[src/rtl/id_stage_pkg.sv]
// Shared encodings for the instruction-decode stage: ISA opcodes, ALU ops,
// memory operations and exception codes.
package id_stage_pkg;

  localparam int WORD_W = 32;
  localparam int REG_AW = 5;

  typedef enum logic [5:0] {
    OP_AND   = 6'h00,
    OP_ANDI  = 6'h01,
    OP_OR    = 6'h02,
    OP_ORI   = 6'h03,
    OP_XOR   = 6'h04,
    OP_XORI  = 6'h05,
    OP_ADDSR = 6'h06,
    OP_ADDSI = 6'h07,
    OP_ADDUR = 6'h08,
    OP_ADDUI = 6'h09,
    OP_SUBSR = 6'h0A,
    OP_SUBUR = 6'h0B,
    OP_SHRLR = 6'h0C,
    OP_SHRLI = 6'h0D,
    OP_SHLLR = 6'h0E,
    OP_SHLLI = 6'h0F,
    OP_BE    = 6'h10,
    OP_BNE   = 6'h11,
    OP_LDW   = 6'h16,
    OP_STW   = 6'h17
  } isa_op_e;

  typedef enum logic [3:0] {
    ALU_NOP  = 4'd0,
    ALU_AND  = 4'd1,
    ALU_OR   = 4'd2,
    ALU_XOR  = 4'd3,
    ALU_ADDS = 4'd4,
    ALU_ADDU = 4'd5,
    ALU_SUBS = 4'd6,
    ALU_SUBU = 4'd7,
    ALU_SHRL = 4'd8,
    ALU_SHLL = 4'd9
  } alu_op_e;

  typedef enum logic [1:0] {
    MEM_NONE  = 2'd0,
    MEM_LOAD  = 2'd1,
    MEM_STORE = 2'd2
  } mem_op_e;

  typedef enum logic [1:0] {
    EXP_NONE  = 2'd0,
    EXP_UNDEF = 2'd1
  } exp_code_e;

endpackage

[src/rtl/id_stage_decoder.sv]
// Combinational decode of the fetched word: operand forwarding from EX,
// load-use hazard detection and BE/BNE resolution.
module id_stage_decoder
  import id_stage_pkg::*;
#(
  parameter int WORD_W = 32,
  parameter int REG_AW = 5
) (
  input  logic              if_en,
  input  logic [WORD_W-1:0] if_pc,
  input  logic [WORD_W-1:0] if_insn,
  output logic [REG_AW-1:0] gpr_rd_addr_0,
  output logic [REG_AW-1:0] gpr_rd_addr_1,
  input  logic [WORD_W-1:0] gpr_rd_data_0,
  input  logic [WORD_W-1:0] gpr_rd_data_1,
  input  logic              ex_en,
  input  logic              ex_gpr_we,
  input  logic [REG_AW-1:0] ex_dst_addr,
  input  logic [1:0]        ex_mem_op,
  input  logic [WORD_W-1:0] ex_fwd_data,
  output logic              ld_hazard,
  output logic              br_taken,
  output logic [WORD_W-1:0] br_addr,
  output logic [3:0]        alu_op,
  output logic [WORD_W-1:0] alu_in_0,
  output logic [WORD_W-1:0] alu_in_1,
  output logic [REG_AW-1:0] dst_addr,
  output logic              gpr_we,
  output logic [1:0]        mem_op,
  output logic [WORD_W-1:0] mem_wr_data,
  output logic [1:0]        exp_code
);

  logic [5:0]        op;
  logic [REG_AW-1:0] ra_addr;
  logic [REG_AW-1:0] rb_addr;
  logic [REG_AW-1:0] rc_addr;
  logic [15:0]       imm;
  logic [WORD_W-1:0] imm_zext;
  logic [WORD_W-1:0] imm_sext;
  logic [WORD_W-1:0] imm_shamt;
  logic [WORD_W-1:0] ra_data;
  logic [WORD_W-1:0] rb_data;
  logic              ex_writes;
  logic              reads_rb;
  logic              is_branch;
  logic              branch_ne;

  assign op        = if_insn[31:26];
  assign ra_addr   = if_insn[25:21];
  assign rb_addr   = if_insn[20:16];
  assign rc_addr   = if_insn[15:11];
  assign imm       = if_insn[15:0];
  assign imm_zext  = {{(WORD_W-16){1'b0}}, imm};
  assign imm_sext  = {{(WORD_W-16){imm[15]}}, imm};
  assign imm_shamt = {{(WORD_W-5){1'b0}}, imm[4:0]};

  assign gpr_rd_addr_0 = ra_addr;
  assign gpr_rd_addr_1 = rb_addr;

  // EX result bypasses the register file; r0 is an ordinary register here.
  assign ex_writes = ex_en && ex_gpr_we;
  assign ra_data   = (ex_writes && ex_dst_addr == ra_addr) ? ex_fwd_data : gpr_rd_data_0;
  assign rb_data   = (ex_writes && ex_dst_addr == rb_addr) ? ex_fwd_data : gpr_rd_data_1;

  always_comb begin
    alu_op      = ALU_NOP;
    alu_in_0    = ra_data;
    alu_in_1    = rb_data;
    dst_addr    = '0;
    gpr_we      = 1'b0;
    mem_op      = MEM_NONE;
    mem_wr_data = '0;
    exp_code    = EXP_NONE;
    reads_rb    = 1'b0;
    is_branch   = 1'b0;
    branch_ne   = 1'b0;
    case (op)
      OP_AND, OP_OR, OP_XOR, OP_ADDSR, OP_ADDUR,
      OP_SUBSR, OP_SUBUR, OP_SHRLR, OP_SHLLR: begin
        dst_addr = rc_addr;
        gpr_we   = 1'b1;
        reads_rb = 1'b1;
        case (op)
          OP_AND:   alu_op = ALU_AND;
          OP_OR:    alu_op = ALU_OR;
          OP_XOR:   alu_op = ALU_XOR;
          OP_ADDSR: alu_op = ALU_ADDS;
          OP_ADDUR: alu_op = ALU_ADDU;
          OP_SUBSR: alu_op = ALU_SUBS;
          OP_SUBUR: alu_op = ALU_SUBU;
          OP_SHRLR: alu_op = ALU_SHRL;
          default:  alu_op = ALU_SHLL;
        endcase
      end
      OP_ANDI, OP_ORI, OP_XORI: begin
        alu_in_1 = imm_zext;
        dst_addr = rb_addr;
        gpr_we   = 1'b1;
        alu_op   = (op == OP_ANDI) ? ALU_AND : (op == OP_ORI) ? ALU_OR : ALU_XOR;
      end
      OP_ADDSI, OP_ADDUI: begin
        alu_in_1 = imm_sext;
        dst_addr = rb_addr;
        gpr_we   = 1'b1;
        alu_op   = (op == OP_ADDSI) ? ALU_ADDS : ALU_ADDU;
      end
      OP_SHRLI, OP_SHLLI: begin
        alu_in_1 = imm_shamt;
        dst_addr = rb_addr;
        gpr_we   = 1'b1;
        alu_op   = (op == OP_SHRLI) ? ALU_SHRL : ALU_SHLL;
      end
      OP_LDW: begin
        alu_op   = ALU_ADDU;
        alu_in_1 = imm_sext;
        dst_addr = rb_addr;
        gpr_we   = 1'b1;
        mem_op   = MEM_LOAD;
      end
      OP_STW: begin
        alu_op      = ALU_ADDU;
        alu_in_1    = imm_sext;
        mem_op      = MEM_STORE;
        mem_wr_data = rb_data;
        reads_rb    = 1'b1;
      end
      OP_BE, OP_BNE: begin
        reads_rb  = 1'b1;
        is_branch = 1'b1;
        branch_ne = (op == OP_BNE);
      end
      default: exp_code = EXP_UNDEF;
    endcase
  end

  assign ld_hazard = if_en && ex_writes && (ex_mem_op == MEM_LOAD) &&
                     ((ex_dst_addr == ra_addr) || (reads_rb && ex_dst_addr == rb_addr));

  assign br_taken = if_en && !ld_hazard && is_branch &&
                    (branch_ne ? (ra_data != rb_data) : (ra_data == rb_data));
  assign br_addr  = if_pc + WORD_W'(4) + (imm_sext << 2);

endmodule

[src/rtl/id_stage.sv]
// Instruction-decode stage: combinational decoder followed by the ID/EX
// pipeline register feeding the execute-stage ALU.
module id_stage
  import id_stage_pkg::*;
#(
  parameter int WORD_W = 32,
  parameter int REG_AW = 5
) (
  input  logic              clk,
  input  logic              reset,
  input  logic              stall,
  input  logic              flush,
  input  logic              if_en,
  input  logic [WORD_W-1:0] if_pc,
  input  logic [WORD_W-1:0] if_insn,
  output logic [REG_AW-1:0] gpr_rd_addr_0,
  output logic [REG_AW-1:0] gpr_rd_addr_1,
  input  logic [WORD_W-1:0] gpr_rd_data_0,
  input  logic [WORD_W-1:0] gpr_rd_data_1,
  input  logic              ex_en,
  input  logic              ex_gpr_we,
  input  logic [REG_AW-1:0] ex_dst_addr,
  input  logic [1:0]        ex_mem_op,
  input  logic [WORD_W-1:0] ex_fwd_data,
  output logic              ld_hazard,
  output logic              br_taken,
  output logic [WORD_W-1:0] br_addr,
  output logic              id_en,
  output logic              id_gpr_we,
  output logic [WORD_W-1:0] id_pc,
  output logic [3:0]        id_alu_op,
  output logic [WORD_W-1:0] id_alu_in_0,
  output logic [WORD_W-1:0] id_alu_in_1,
  output logic [REG_AW-1:0] id_dst_addr,
  output logic [1:0]        id_mem_op,
  output logic [WORD_W-1:0] id_mem_wr_data,
  output logic [1:0]        id_exp_code
);

  logic [3:0]        dec_alu_op;
  logic [WORD_W-1:0] dec_alu_in_0;
  logic [WORD_W-1:0] dec_alu_in_1;
  logic [REG_AW-1:0] dec_dst_addr;
  logic              dec_gpr_we;
  logic [1:0]        dec_mem_op;
  logic [WORD_W-1:0] dec_mem_wr_data;
  logic [1:0]        dec_exp_code;

  logic              en_q,   en_d;
  logic              we_q,   we_d;
  logic [WORD_W-1:0] pc_q,   pc_d;
  logic [3:0]        aop_q,  aop_d;
  logic [WORD_W-1:0] in0_q,  in0_d;
  logic [WORD_W-1:0] in1_q,  in1_d;
  logic [REG_AW-1:0] dst_q,  dst_d;
  logic [1:0]        mop_q,  mop_d;
  logic [WORD_W-1:0] wdat_q, wdat_d;
  logic [1:0]        exc_q,  exc_d;

  id_stage_decoder #(
    .WORD_W(WORD_W),
    .REG_AW(REG_AW)
  ) u_decoder (
    .if_en        (if_en),
    .if_pc        (if_pc),
    .if_insn      (if_insn),
    .gpr_rd_addr_0(gpr_rd_addr_0),
    .gpr_rd_addr_1(gpr_rd_addr_1),
    .gpr_rd_data_0(gpr_rd_data_0),
    .gpr_rd_data_1(gpr_rd_data_1),
    .ex_en        (ex_en),
    .ex_gpr_we    (ex_gpr_we),
    .ex_dst_addr  (ex_dst_addr),
    .ex_mem_op    (ex_mem_op),
    .ex_fwd_data  (ex_fwd_data),
    .ld_hazard    (ld_hazard),
    .br_taken     (br_taken),
    .br_addr      (br_addr),
    .alu_op       (dec_alu_op),
    .alu_in_0     (dec_alu_in_0),
    .alu_in_1     (dec_alu_in_1),
    .dst_addr     (dec_dst_addr),
    .gpr_we       (dec_gpr_we),
    .mem_op       (dec_mem_op),
    .mem_wr_data  (dec_mem_wr_data),
    .exp_code     (dec_exp_code)
  );

  // A bubble is identical to the reset image, so flush and hazards reuse it.
  always_comb begin
    en_d   = en_q;
    we_d   = we_q;
    pc_d   = pc_q;
    aop_d  = aop_q;
    in0_d  = in0_q;
    in1_d  = in1_q;
    dst_d  = dst_q;
    mop_d  = mop_q;
    wdat_d = wdat_q;
    exc_d  = exc_q;
    if (flush || (!stall && (ld_hazard || !if_en))) begin
      en_d   = 1'b0;
      we_d   = 1'b0;
      pc_d   = '0;
      aop_d  = ALU_NOP;
      in0_d  = '0;
      in1_d  = '0;
      dst_d  = '0;
      mop_d  = MEM_NONE;
      wdat_d = '0;
      exc_d  = EXP_NONE;
    end else if (!stall) begin
      en_d   = 1'b1;
      we_d   = dec_gpr_we;
      pc_d   = if_pc;
      aop_d  = dec_alu_op;
      in0_d  = dec_alu_in_0;
      in1_d  = dec_alu_in_1;
      dst_d  = dec_dst_addr;
      mop_d  = dec_mem_op;
      wdat_d = dec_mem_wr_data;
      exc_d  = dec_exp_code;
    end
  end

  always_ff @(posedge clk) begin
    if (reset) begin
      en_q   <= 1'b0;
      we_q   <= 1'b0;
      pc_q   <= '0;
      aop_q  <= ALU_NOP;
      in0_q  <= '0;
      in1_q  <= '0;
      dst_q  <= '0;
      mop_q  <= MEM_NONE;
      wdat_q <= '0;
      exc_q  <= EXP_NONE;
    end else begin
      en_q   <= en_d;
      we_q   <= we_d;
      pc_q   <= pc_d;
      aop_q  <= aop_d;
      in0_q  <= in0_d;
      in1_q  <= in1_d;
      dst_q  <= dst_d;
      mop_q  <= mop_d;
      wdat_q <= wdat_d;
      exc_q  <= exc_d;
    end
  end

  assign id_en          = en_q;
  assign id_gpr_we      = we_q;
  assign id_pc          = pc_q;
  assign id_alu_op      = aop_q;
  assign id_alu_in_0    = in0_q;
  assign id_alu_in_1    = in1_q;
  assign id_dst_addr    = dst_q;
  assign id_mem_op      = mop_q;
  assign id_mem_wr_data = wdat_q;
  assign id_exp_code    = exc_q;

endmodule

[config.mk]
export PLATFORM = sky130hd
export DESIGN_NAME = id_stage
export DESIGN_NICKNAME = d
export VERILOG_FILES = /design/src/rtl/id_stage_pkg.sv /design/src/rtl/id_stage_decoder.sv /design/src/rtl/id_stage.sv
export SDC_FILE = /design/constraint.sdc
export NUM_CORES = 1
export LEC_CHECK = 0
export ABC_AREA = 1
export CAP_MARGIN = 20
export CORE_ASPECT_RATIO = 0.5
export CORE_UTILIZATION = 50
export CTS_BUF_LIST = sky130_fd_sc_hd__clkbuf_8
export CTS_CLUSTER_DIAMETER = 50
export DETAILED_ROUTE_END_ITERATION = 16
export GPL_TIMING_DRIVEN = 0
export PLACE_DENSITY = 0.93
export SLEW_MARGIN = 20
export SYNTH_ARGS = -nofsm -noshare
export SYNTH_HDL_FRONTEND = slang
export SYNTH_SLANG_ARGS = --single-unit
[constraint.sdc]
create_clock -name clk -period 5.5 [get_ports clk]
set_input_delay 1.1 -clock clk [delete_from_list [all_inputs] [get_ports clk]]
set_output_delay 1.1 -clock clk [all_outputs]
set_load 0.01 [all_outputs]
* After elaboration in Yosys (flattened, before gate mapping)
Memory sizes are Yosys's and may differ from the RTL's.
Index checks and enable logic that the tools add are counted.
** Storage, ports and cells
- ROM bits :: 64
- Word-level logic and storage cells :: 86
- Output and inout bits :: 187
- Input bits :: 174
- Flip-flop bits (word level) :: 143
- Memories :: 1
** Operators by class
- Add/sub/neg operators :: 2
- Reductions and logical operators :: 31
- Muxes and demuxes :: 18
- Equal/unequal tests :: 24
** Memory list
- (no name shown) :: depth 16, width 4, rd ports 1, clocked after Yosys merged registers in 0, write ports 0, RTL line id_stage_decoder.sv:84 : case (op)
** Operators with widths (count)
- $mux 32 :: 3
- $pmux 32 s3 :: 1
- $eq 6x4->1 const B :: 8
- $add 32x3->32 const B :: 1
- $add 32x32->32 :: 1
- $eq 32x32->1 :: 1
- $ne 32x32->1 :: 1
- $eq 6x3->1 const B :: 4
- $eq 6x5->1 const B :: 4
- $pmux 4 s5 :: 1
- $reduce_or 20->1 :: 1
- $reduce_or 17->1 :: 1
- $eq 6x2->1 const B :: 2
- $reduce_or 12->1 :: 1
- $logic_and 1x1->1 :: 11
- $eq 5x5->1 :: 2
- $pmux 5 s2 :: 1
- $reduce_or 2->1 :: 5
- $mux 1 :: 9
- $reduce_or 9->1 :: 1
- $mux 4 :: 2
- $reduce_or 8->1 :: 1
- $eq 6x1->1 const B :: 1
- $logic_not 6->1 :: 1
- 7 further kinds :: 11

* Depth between registers and ports, before layout
- Depth after elaboration :: 10
- Gate-level depth with buffers :: 20

* By module
Synthesis repeated with hierarchy kept, for this count alone.
** Unflattened totals
- Cell total of the unflattened synthesis :: 1828
- Area, all modules :: 10914.2 um^2
** By module, submodules not included
- id_stage :: sequential area each 2862.7 um^2, area each 5694.2 um^2, cells an instance 765, instances 1
- id_stage_decoder :: sequential area each 0.0 um^2, area each 5220.0 um^2, cells an instance 1063, instances 1

* Worst setup path before layout
No wires, ideal clock.
- Path kind :: input-to-output
- From :: in if_pc[5]
- To :: out br_addr[26]
- Arrival time :: 3118 ps
- Path slack :: 1282 ps
- Stages on the path :: 11
- Path buffers :: 0
- Data required time :: 4400 ps
- Path through :: ha_1 > ha_1 > a21oi_1 > nand2_1 > a21oi_1 > nor2_1 > o22ai_1 > o21ai_0 > a21oi_1 > o21ai_0 > xor2_1
** On the way
- Cells in the longest elaborated chain, start to end :: 2
** RTL lines
- start, declared :: RTL line id_stage.sv:14 : input logic [WORD_W-1:0] if_pc,
- $add 32x3->32 :: RTL line id_stage_decoder.sv:142 : assign br_addr = if_pc + WORD_W'(4) + (imm_sext << 2);
- $add 32x32->32 :: RTL line id_stage_decoder.sv:142
- end, declared :: RTL line id_stage.sv:27 : output logic [WORD_W-1:0] br_addr,
Every way passes these cells.

* Worst setup path in the final report
- From :: in if_insn[3]
- To :: out br_addr[26]
** On the way
- Cells in the longest elaborated chain, start to end :: 1
** RTL lines
- start, declared :: RTL line id_stage.sv:15 : input logic [WORD_W-1:0] if_insn,
- $add 32x32->32 :: RTL line id_stage_decoder.sv:142
Every way passes these cells.

==> results.txt <==
Post-layout minimum cycle time - 5330 ps
Layout cell share with drive strength beyond 1 - 0.0668
Max cap viols - 0
Logic pwr share - 0.337
Number of synthesized register bits - 142
Syn Area/Cell - 6.34 um2
Ys Warns - 0
Global route overflow - 0
Top routing layer in use - met4
Via count - 12393
Synth top area cells - dfxtp_1 29%, nand2_1 19%, ha_1 7.2%, a21oi_1 6.0%, inv_1 6.0%
Root buffer cell - clkbuf_8
Period utilisation layout - 0.968
P_int - 1910 uW
CP cell instances - clkdlybuf4s50_1, ha_1, ha_1, a21oi_1, nand2_1, a21oi_2, nor2_1, o22ai_2, o21ai_1, a21oi_2, o21ai_0, xor2_1, clkdlybuf4s50_1
Psw - 991 uW
Clk_skew - 0 ps
CP max FO - 4
Port Buf Inserts - 359
Antenna violations before repair - 0
Lkg Pwr - 0.00657 uW
Crit path kind - input port to output pin
Library cells used by synthesis - 39
FF+latch area - 0.00284 mm2
Chip height - 101 um
Critical path's slowest cell - clkdlybuf4s50_1
CORE AREA - 0.0188 mm2
Post-synthesis sequential area ratio - 0.288
Worst R2R Start - id_alu_in_0[3]
R2R Setup Slk - 4700 ps
Required time of the critical path - 4400 ps
Clock power frac - 0.295
Clk buf depth - 2
Syn_nets - 1788
Status - completed
Sink Count - 142
Gpl congestion - 0.994
Cts bufs inserted - 17
Vias/cell - 5.62
Top cells by count, synth - 495 x nand2_1, 157 x inv_1, 142 x dfxtp_1
Met3 WL - 4.31 mm
# H-tree levels - 4
Routed WL - 40.6 mm
Placed Area - 0.0138 mm2
Hold buffers post-CTS - 0
Die Area - 0.0203 mm2
Worst-Skew Late Latency - 460 ps
FILL cells - 1552
Number of global-route vias before repair - 11389
Endpoint type of the worst setup path - output pin
Switching share of power - 0.342
Cells after synthesis - 1556
Slew margin rel. - 0.483
Die X-Extent - 201 um
Area occupied by multi-input gates - 0.00588 mm2
Number of diodes - 0
Post-synth EDFFs - 0
Endpoints failing setup - 0
Max Transition Viols Final - 0
RSZ-0062 raised after global routing - false
Final Cell Area - 0.0142 mm2
Most used flip-flop cell after synthesis - dfxtp_1
Detail Placement HPWL - 32.3 mm
Arr. time, crit path - 4230 ps
Avg WL per Cell - 18.4 um
Slowest Stage Delay on Critical Path - 570 ps
CP startpoint - if_insn[3]
Top-Level Pins - 361
Metal2 WL - 18.2 mm
Overall Global Routing Usage - 0.390
VDD IR max - 0.164 mV
Power density cells - 204 mW/mm2
Global-route wire length before repair - 61.4 mm
Wl on met1 - 16.5 mm
Share of Yosys cell area claimed by the top area cell type - 0.288
Kind of start point of the critical path - input port
Clock slew at reported path FFs - 70 ps
Cell row count - 35
Tot Pwr - 2900 uW
Final Hold Fails - 0
Mapped Area - 0.00986 mm2
Most common cell in the synthesized netlist - nand2_1
Cell taking the most area after synthesis - dfxtp_1
Worst setup margin - 174 ps
CP Capture Point - br_addr[26]
Tightest Pin Transition - 775 ps
Pre-CTS setup slack - -301 ps
Worst r2r path cells - 2
Iter 0 DRT Violations - 1244
Area grow syn2layout - 44.0%
Largest net degree at the start of global routing - 18
Sequential share of power - 0.368
Reg2reg end - id_alu_in_0[3]
Worst min path class - register to register
CTS tree - yes
Fmax - 188 MHz
Fin nets - 2166
Number of detailed-route iterations in the first pass - 6
Final core utilization - 0.754
Routed Antenna Nets - 0
DRC - 0
Starting Density - 0.524
Asr flop ratio synth - 0
-- through the flow --
step / hold slack, ps / std cells / TNS, ps
3_3_place_gp: 448 / 2174 / -786
6_report: 467 / 2204 / 0
4_1_cts: 465 / 2204 / -36.7
3_5_place_dp: 454 / 2174 / -766
5_1_grt: 487 / 2204 / 0
2_1_floorplan: 486 / 1556 / 0
-- per-layer routing --
metal,track usage,vias to the layer above
met4,0.160,0
met3,0.0730,130
met1,0.508,5664
met5,0,-
met2,0.642,796
li1,-,5803
-- power groups by stage --
stage / registers [uW] / logic (uW) / clock network (uW)
floorplan: 1100 / 461 / 0
global placement: 1090 / 937 / 0
detailed placement: 1090 / 951 / 0
CTS: 1070 / 958 / 844
global route: 1070 / 1050 / 894
finish: 1070 / 977 / 856
-- registers in the layout, indices dropped and copies added (netlist names) --
register / cells
id_pc: 32
id_en: 1
id_dst_addr: 5
id_gpr_we: 1
id_mem_op: 2
id_alu_op: 4
id_mem_wr_data: 32
id_alu_in_1: 32
id_alu_in_0: 32
id_exp_code: 1
-- area by class of cell --
cell class / instances / share of cell area
Buffer: 94 / 0.0390
Clock buffer: 18 / 0.0174
Clock inverter: 12 / 0.00872
Inverter: 166 / 0.0439
Multi-Input combinational cell: 1154 / 0.414
Sequential cell: 142 / 0.200
Tap cell: 259 / 0.0228
Timing Repair Buffer: 359 / 0.253
-- timing repair --
action	4_1_cts	5_1_grt
buffers inserted	0	0
resized for setup	5	18
endpoints found under the setup margin	7	9
-- cells by family after synthesis --
family	Yosys count	share of synthesized area
DFF	142	0.288
and+or+nand+nor	745	0.304
adders and majority gates	58	0.0743
other	1	0.000380
AOI/OAI and AO/OA	322	0.189
xor gates and xnor gates	28	0.0249
buffers and inverters	260	0.119
-- placed cells by master (no fill, tap or decap), drive strengths merged, types with 2 or more instances in the layout --
cell           count
a311oi             2
ha                57
a21oi            119
clkdlybuf4s50    354
o211ai             3
xor2              18
dfxtp            142
nor2             130
o2111ai            2
bufinv             2
buf               52
clkinv             7
o221ai             5
a21o               3
xnor2             10
dlymetal6s2s       4
nand4             10
nand3b             3
o21ai            136
a211oi            41
clkbuf            61
nand2            496
o22ai              6
nand3            100
o21a               2
nor3               5
clkinvlp           3
inv              166
-- how the worst min path moves through the flow --
| stage | start | to | slack (ps) | cells past startpoint |
|---|---|---|---|---|
| 6_report | id_pc[31] | id_pc[31] | 470 | 2 |
| 2_1_floorplan | id_alu_op[3] | id_alu_op[3] | 490 | 2 |
| 3_5_place_dp | id_mem_wr_data[9] | id_mem_wr_data[9] | 450 | 2 |
| 3_3_place_gp | id_alu_op[3] | id_alu_op[3] | 450 | 2 |
| 5_1_grt | id_mem_wr_data[9] | id_mem_wr_data[9] | 490 | 2 |
| 4_1_cts | id_mem_wr_data[9] | id_mem_wr_data[9] | 460 | 2 |
-- critical path, delay by kind of cell --
| family | cells | cell delay, ps |
|---|---|---|
| and+or+nand+nor | 2 | 200 |
| xor gates and xnor gates | 1 | 150 |
| AOI/OAI and AO/OA | 6 | 1100 |
| adders and majority gates | 2 | 590 |
| buffers and inverters | 2 | 1080 |
No activity file was read; power rests on OpenSTA's default activity.
